File: config.mk
export PLATFORM = sky130hd
export DESIGN_NAME = seq_multiplier
export DESIGN_NICKNAME = d
export VERILOG_FILES = /design/src/rtl/seq_multiplier.sv
export SDC_FILE = /design/constraint.sdc
export NUM_CORES = 1
export LEC_CHECK = 0
export ABC_AREA = 1
export ABC_CLOCK_PERIOD_IN_PS = 3100
export BUFFER_PORTS_ARGS = -buffer_cell sky130_fd_sc_hd__buf_2
export CAP_MARGIN = 20
export CORE_ASPECT_RATIO = 0.75
export CORE_MARGIN = 3
export CORE_UTILIZATION = 52
export DETAILED_ROUTE_END_ITERATION = 6
export MAX_ROUTING_LAYER = met4
export PLACE_DENSITY = 0.76
export SETUP_SLACK_MARGIN = 0.15
export SYNTH_ARGS = -nofsm -noshare
export SYNTH_HDL_FRONTEND = slang
export SYNTH_SLANG_ARGS = --single-unit
File: constraint.sdc
create_clock -name clk -period 3.1 [get_ports clk]
set_input_delay 0.93 -clock clk [delete_from_list [all_inputs] [get_ports clk]]
set_output_delay 0.93 -clock clk [all_outputs]
set_load 0.05 [all_outputs]
File: src/rtl/seq_multiplier.sv
// rtl/seq_multiplier.sv - multi-cycle shift-add multiplier with valid/ready handshakes
//
// Computes a*b in N iterations of a single N-bit adder, unsigned or two's
// complement (selected per operation by signed_mode).
//
// Ports:
//   clk          rising-edge clock
//   rst_n        asynchronous active-low reset
//   in_valid     operand pair and mode present
//   in_ready     block can accept operands (high only in IDLE)
//   a            multiplicand, N bits
//   b            multiplier, N bits
//   signed_mode  1 = two's complement operands/result, 0 = unsigned
//   out_valid    prod holds a finished result
//   out_ready    consumer accepts prod
//   prod         registered 2N-bit result
module seq_multiplier #(
  parameter int N = 8
) (
  input  logic           clk,
  input  logic           rst_n,
  input  logic           in_valid,
  output logic           in_ready,
  input  logic [N-1:0]   a,
  input  logic [N-1:0]   b,
  input  logic           signed_mode,
  output logic           out_valid,
  input  logic           out_ready,
  output logic [2*N-1:0] prod
);

  localparam int CW = $clog2(N + 1);
  localparam logic [CW-1:0] LAST = CW'(N - 1);

  typedef enum logic [1:0] {IDLE, BUSY, DONE} state_t;

  state_t         state;
  state_t         state_nxt;
  logic [N-1:0]   mcand;
  logic [N-1:0]   mplier;
  logic [2*N-1:0] acc;
  logic [CW-1:0]  cnt;
  logic           neg;

  logic [N-1:0]   a_mag;
  logic [N-1:0]   b_mag;
  logic [N:0]     sum;
  logic [2*N-1:0] acc_nxt;
  logic           accept;

  assign in_ready = (state == IDLE);
  assign accept   = in_valid && in_ready;

  // Negating -2^(N-1) in N bits yields the same bit pattern, which read as
  // unsigned is exactly the required magnitude 2^(N-1).
  assign a_mag = (signed_mode && a[N-1]) ? -a : a;
  assign b_mag = (signed_mode && b[N-1]) ? -b : b;

  // The carry out of the upper-half add becomes the new MSB after the shift.
  assign sum     = {1'b0, acc[2*N-1:N]} + (mplier[0] ? {1'b0, mcand} : '0);
  assign acc_nxt = {sum, acc[N-1:1]};

  always_ff @(posedge clk or negedge rst_n) begin
    if (!rst_n) begin
      state <= IDLE;
    end else begin
      state <= state_nxt;
    end
  end

  always_comb begin
    state_nxt = state;
    unique case (state)
      IDLE:    if (accept) state_nxt = BUSY;
      BUSY:    if (cnt == LAST) state_nxt = DONE;
      DONE:    if (out_ready) state_nxt = IDLE;
      default: state_nxt = IDLE;
    endcase
  end

  always_ff @(posedge clk or negedge rst_n) begin
    if (!rst_n) begin
      mcand     <= '0;
      mplier    <= '0;
      acc       <= '0;
      cnt       <= '0;
      neg       <= 1'b0;
      prod      <= '0;
      out_valid <= 1'b0;
    end else begin
      unique case (state)
        IDLE: begin
          if (accept) begin
            mcand  <= a_mag;
            mplier <= b_mag;
            neg    <= signed_mode & (a[N-1] ^ b[N-1]);
            acc    <= '0;
            cnt    <= '0;
          end
        end
        BUSY: begin
          acc    <= acc_nxt;
          mplier <= mplier >> 1;
          cnt    <= cnt + CW'(1);
          if (cnt == LAST) begin
            prod      <= neg ? -acc_nxt : acc_nxt;
            out_valid <= 1'b1;
          end
        end
        DONE: begin
          if (out_ready) out_valid <= 1'b0;
        end
        default: begin
          out_valid <= 1'b0;
        end
      endcase
    end
  end

endmodule

==> results.cfg, run 1 <==
[place]
gp_congestion = 0.8753
hpwl_mm = 5.105
io_buffers = 38

[drt]
drt_iter0_drc = 98
ant_nets = 0
wl_per_cell_um = 12.72
wl_mm = 6.638
drt_pass1_iterations = 4
routed_via_density = 5.161
drc = 0
vias = 2694

[yosys]
synth_top_area_share_pct = 42.92
synth_top_area_cell = dfrtp_1
ys_top_cells_by_area = dfrtp_1 (43%), nand2_1 (12%), inv_1 (4.8%)
synth_commonest_cells = nand2_1 (101), dfrtp_1 (55), inv_1 (41)
synth-edff-count = 0
synth.most_common_cell = nand2_1
syn_nets = 437
syn-mean-instance-area_um2 = 7.957
synth_cells = 403
synth-warning-count = 0
ys_seq_area_share_pct = 42.92
netlist_area_um2 = 3207
ys_types = 37
async_flop_share_pct = 100.0
synth-main-ff-cell = dfrtp_1
ys_seq_elements = 55

[power]
p_switching_uw = 1998
p_comb_share_pct = 57.0
pwr-share-clk_pct = 11.0
ir_drop_mv = 0.5752
p_int_uw = 1943
leakagePower_uw = 0.001903
pwr-share-seq_pct = 32.0
p_sw_share_pct = 50.69
powerDensity_nw_per_um2 = 1098
finalPower_uw = 3941

[floorplan]
dieWidth_um = 96.68
fp.dieH_um = 74.01
die_area_um2 = 7155
ios = 39
num_rows = 24
core-area_um2 = 5886
start_util_pct = 54.49

[worst_setup_path]
crit_arrival_ns = 2.58
path_buf_inv = 2
max_stage_delay_ns = 0.48
crit_path_end_kind = flop
crit_required_ns = 3.31
rrSetupSlack_ns = 0.74
ff2ff_path_depth = 14
path_cells = nand2_1 -> inv_1 -> ha_1 -> fa_1 -> inv_1 -> nand2_1 -> nor2_1 -> nand3_2 -> nor2_4 -> nand3_2 -> nand2_2 -> nand3_1 -> nand3_1 -> nand2_1
crit_top_cell = nand2_1
cp_slowest_cell = dfrtp_1
worst_r2r_endpoint = prod[15]
cp_num_cells = 14
worstSetupEndpoint = prod[15]
path_delay_family = simple AND/OR/NAND/NOR gates
worst-path-max-fanout = 9
r2r_start = mplier[0]
critPathLaunch = mplier[0]
critPathKind = reg -> reg
critPathLaunchType = flop

[clock_tree]
path_clk_slew_ns = 0.10
htreeDepth = 2
cts_tree = yes
numClockSinks = 55
clock_latency_ns = 0.32
cts-hold-fix-buffers = 0
numCtsBuffers = 5
cts_root_buf = clkbuf_8
cts.path.max_buffers = 2
cts_resized = 0
postCtsSetupBuffers = 0

[status]
outcome = finished, final reports clean

[layout]
drive_gt1_share_pct = 19.37
syn2layout_area_growth_pct = 11.90
num_antenna_cells = 0
final_nets = 477

[grt]
grt_max_degree = 30
grt_pass1_wl_mm = 11.36
grt_overflow = 0
antenna_found_initial = 0
grt_use_total_pct = 20.10
grt_pass1_vias = 2551

[timing]
max-slew-margin-rel_pct = 59.68
min_period_ns = 2.363
min_period_over_period_pct = 76.22
finClkSkew_ns = 0.01500
setup_viol = 0
fmax_mhz = 423.2
hold_viol_final = 0
worstMarginPinSlew_ns = 0.6049
rsz0062_at_grt = no
drv_slew = 0
tns_ns = 0

[hold_path]
hold_class = reg -> reg
hold_path_depth = 1

[job]
max_cap_viol_count = 0
## layout by cell type (no fill, tap or decap), types with 7 or more instances in the layout
master	count
nand2_1	101
dfrtp_1	55
inv_1	41
buf_2	38
nor2_1	30
o21ai_0	30
nand3_1	18
xor2_1	13
ha_1	12
a21oi_1	11
inv_2	10
nand2_2	9
o22ai_1	8
o21ai_1	7
## layer usage
layer	GRT usage (%)	up-vias	part of all wire, %	wire [µm]
met5	-	-	0	0
met4	5.607	0	1.3	88
met3	3.374	7	4.4	291
met2	33.10	57	46	3040
met1	26.19	1239	48	3218
li1	-	1391	-	-
## how the worst min path moves through the flow
stage | startpoint | to | slack (ns)
6_report | cnt[3] | cnt[3] | 0.48
5_1_grt | cnt[3] | cnt[3] | 0.51
4_1_cts | cnt[3] | cnt[3] | 0.49
3_5_place_dp | prod[13] | prod[13] | 0.46
3_3_place_gp | cnt[3] | cnt[3] | 0.46
2_1_floorplan | cnt[3] | cnt[3] | 0.45
## registers in the layout (all words and copies together) (netlist names)
signal	flops
mcand	8
neg	1
out_valid	1
cnt	4
mplier	8
acc	15
state	2
prod	16
## worst reg2reg max path, delay by kind of cell, from the launching register on
| family | cells | cell delay, ns |
|---|---|---|
| buffers and inverters | 2 | 0.17 |
| flip-flops | 1 | 0.48 |
| adder cells (fa/ha/maj) | 2 | 0.68 |
| AND/OR/NAND/NOR | 10 | 0.93 |
## cell type report
cell class | count | area [µm²]
fill | 544 | 2297
multi-input combinational | 285 | 1582
sequential | 55 | 1376
timing repair buffer | 44 | 235.2
inverter | 52 | 197.7
tap | 78 | 97.59
clock buffer | 6 | 82.58
clock inverter | 2 | 17.52
## cell families after synthesis
| logic type | Yosys count | synth area share [%] |
|---|---|---|
| muxes | 1 | 0.3121 |
| and+or+nand+nor | 181 | 25.56 |
| xor gates and xnor gates | 20 | 5.697 |
| adders and majority gates | 13 | 5.306 |
| AOI/OAI and AO/OA | 70 | 12.45 |
| buffers and inverters | 63 | 7.765 |
| DFF | 55 | 42.92 |
## power groups by stage
stage | clock network [µW] | registers [µW] | logic [µW]
floorplan | 0 | 1530 | 1480
finish | 434 | 1260 | 2250
CTS | 443 | 1260 | 2260
detailed placement | 0 | 1270 | 2250
global route | 478 | 1300 | 2500
global placement | 0 | 1270 | 2180
## per-stage QoR
step	utilization, %	area [µm²]	setup WS [ns]	hold WS (ns)	std cells
floorplan	-	3207	0.8691	0.4462	403
global placement	59.27	3488	0.8259	0.4617	514
detailed placement	59.27	3488	0.7368	0.4645	514
CTS	60.97	3588	0.7177	0.4880	522
global route	60.97	3588	0.4968	0.5083	522
finish	60.97	3588	0.7372	0.4841	522
No activity file was read; power rests on OpenSTA's default activity.
==> run 2, diff against run 1 <==
--- a/config.mk
+++ b/config.mk
@@ -6,7 +6,7 @@
 export NUM_CORES = 1
 export LEC_CHECK = 0
 export ABC_AREA = 1
-export ABC_CLOCK_PERIOD_IN_PS = 3100
+export ABC_CLOCK_PERIOD_IN_PS = 2000
 export BUFFER_PORTS_ARGS = -buffer_cell sky130_fd_sc_hd__buf_2
 export CAP_MARGIN = 20
 export CORE_ASPECT_RATIO = 0.75
@@ -14,7 +14,7 @@
 export CORE_UTILIZATION = 52
 export DETAILED_ROUTE_END_ITERATION = 6
 export MAX_ROUTING_LAYER = met4
-export PLACE_DENSITY = 0.76
+export PLACE_DENSITY = 0.78
 export SETUP_SLACK_MARGIN = 0.15
 export SYNTH_ARGS = -nofsm -noshare
 export SYNTH_HDL_FRONTEND = slang
==> constraint.sdc (replaced) <==
create_clock -name clk -period 2 [get_ports clk]
set_input_delay 0.6 -clock clk [delete_from_list [all_inputs] [get_ports clk]]
set_output_delay 0.6 -clock clk [all_outputs]
set_load 0.05 [all_outputs]
==> results.cfg, run 2 (same netlist as run 1, synthesis figures left out) <==
[status]
outcome = complete, but fails checks
violations = setup timing

[power]
p_switching_uw = 3701
p_int_uw = 3850
ir_drop_mv = 0.9892
pwr-share-clk_pct = 10.6
p_comb_share_pct = 63.6
pwr-share-seq_pct = 25.8
powerDensity_nw_per_um2 = 1839
leakagePower_uw = 0.002122
p_sw_share_pct = 49.01

[floorplan]
dieWidth_um = 96.68
start_util_pct = 54.49
core-area_um2 = 5886
ios = 39
die_area_um2 = 7155
fp.dieH_um = 74.01
num_rows = 24

[layout]
drive_gt1_share_pct = 31.21
largest_reg_flops = 16
fillers = 463
largestRegisters = prod x16, acc x15
layout_common_cells = nand2_1 (91), dfrtp_1 (55), inv_1 (39)
syn2layout_area_growth_pct = 28.05
final_common_cell = nand2_1
num_antenna_cells = 0
top_register = prod
utilization_pct = 69.77
final_nets = 504

[job]
max_cap_viol_count = 0

[worst_setup_path]
worst_r2r_endpoint = prod[14]
critPathLaunchType = flop
crit_path_end_kind = flop
r2r_start = mplier[0]
critPathKind = reg -> reg
crit_arrival_ns = 2.39
worst-path-max-fanout = 5
crit_required_ns = 2.23
rrSetupSlack_ns = -0.17
ff2ff_path_depth = 16

[drt]
wl_per_cell_um = 14.54
drt_pass1_iterations = 5
routed_via_density = 5.355
wl_mm = 7.980
drt_iter0_drc = 154
drc = 0
ant_nets = 0
vias = 2940

[hold_path]
hold_class = in -> async

[place]
gp_congestion = 0.9047
io_buffers = 38
hpwl_mm = 5.492

[clock_tree]
cts.path.max_buffers = 2
path_clk_slew_ns = 0.11
cts_root_buf = clkbuf_8
htreeDepth = 2
cts-hold-fix-buffers = 0
cts_tree = yes
numCtsBuffers = 5
numClockSinks = 55
clock_latency_ns = 0.32

[grt]
grt_use_total_pct = 22.49
grt_pass1_wl_mm = 12.77
grt_overflow = 0
grt_pass1_vias = 2835
grt_max_degree = 30
antenna_found_initial = 0

[timing]
drv_slew = 0
worst_slack_ns = -0.1677
hold_ws_ns = 0.2407
setup_viol = 6
hold_viol_final = 0
max-slew-margin-rel_pct = 62.27
rsz0062_at_grt = yes
fmax_mhz = 461.3
finClkSkew_ns = 0.01044
min_period_over_period_pct = 108.4
worstMarginPinSlew_ns = 0.5653
min_period_ns = 2.168
-- run 2: how the worst max path moves through the flow --
stage | start | to | slack, ns | cells past startpoint
after floorplan | mplier[0] | prod[15] | -0.07 | 15
after global placement | mplier[0] | prod[15] | -0.02 | 15
after detailed placement | mplier[0] | prod[15] | -0.12 | 14
after CTS | mplier[0] | prod[15] | -0.1 | 14
after global routing | mplier[0] | prod[14] | -0.28 | 16
final | mplier[0] | prod[14] | -0.17 | 16
-- run 2: layout make-up --
class	instances	area, µm²	share of cell area [%]
clock buffer	5	68.82	1.676
multi-input combinational	285	1846	44.94
timing repair buffer	71	470.5	11.46
inverter	52	197.7	4.814
clock inverter	3	50.05	1.219
sequential	55	1376	33.52
tap	78	97.59	2.377
-- run 2: what timing repair did --
| action | in CTS | in global routing |
|---|---|---|
| setup endpoints to repair | 9 | 14 |
| gates resized for setup | 18 | 33 |
| buffers inserted | 6 | 2 |
| pin swaps | 12 | 9 |
-- run 2: metal layers --
layer / track usage (%) / wire length (µm) / vias to the layer above
li1: - / - / 1438
met1: 28.24 / 3593 / 1408
met2: 38.69 / 3927 / 79
met3: 3.187 / 325 / 15
met4: 6.698 / 133 / 0
met5: - / 0 / -
-- run 2: metrics by stage --
step	power (µW)	std cells	cell area [µm²]	TNS, ns	setup slack (ns)
global route	8084	549	4106	-1.517	-0.2795
finish	7551	549	4106	-0.5992	-0.1677
floorplan	4789	403	3251	-0.1691	-0.07307
global placement	5805	533	3690	-0.01970	-0.01859
detailed placement	5936	533	3690	-0.3274	-0.1224
CTS	7033	547	3916	-0.3421	-0.09873
-- run 2: power groups by stage --
stage               sequential (µW)  clock [µW]  combinational, µW
global route                   2010         851               5230
floorplan                      2380           0               2410
global placement               1920           0               3880
finish                         1950         800               4800
CTS                            1920         811               4300
detailed placement             1940           0               4000
-- run 2: critical path, stage by stage, from the launching register on --
cell and delay, ns:
dfrtp_1 0.41, nand2_1 0.08, inv_2 0.05, ha_4 0.15, fa_2 0.40, nand2_2 0.11, nand3_4 0.11, nand2_4 0.11
nand2_2 0.06, nand2_4 0.10, inv_2 0.06, nor2_2 0.10, nand3_1 0.09, nand2_1 0.08, nand2_1 0.06, nand3_1 0.06
nand2_1 0.05
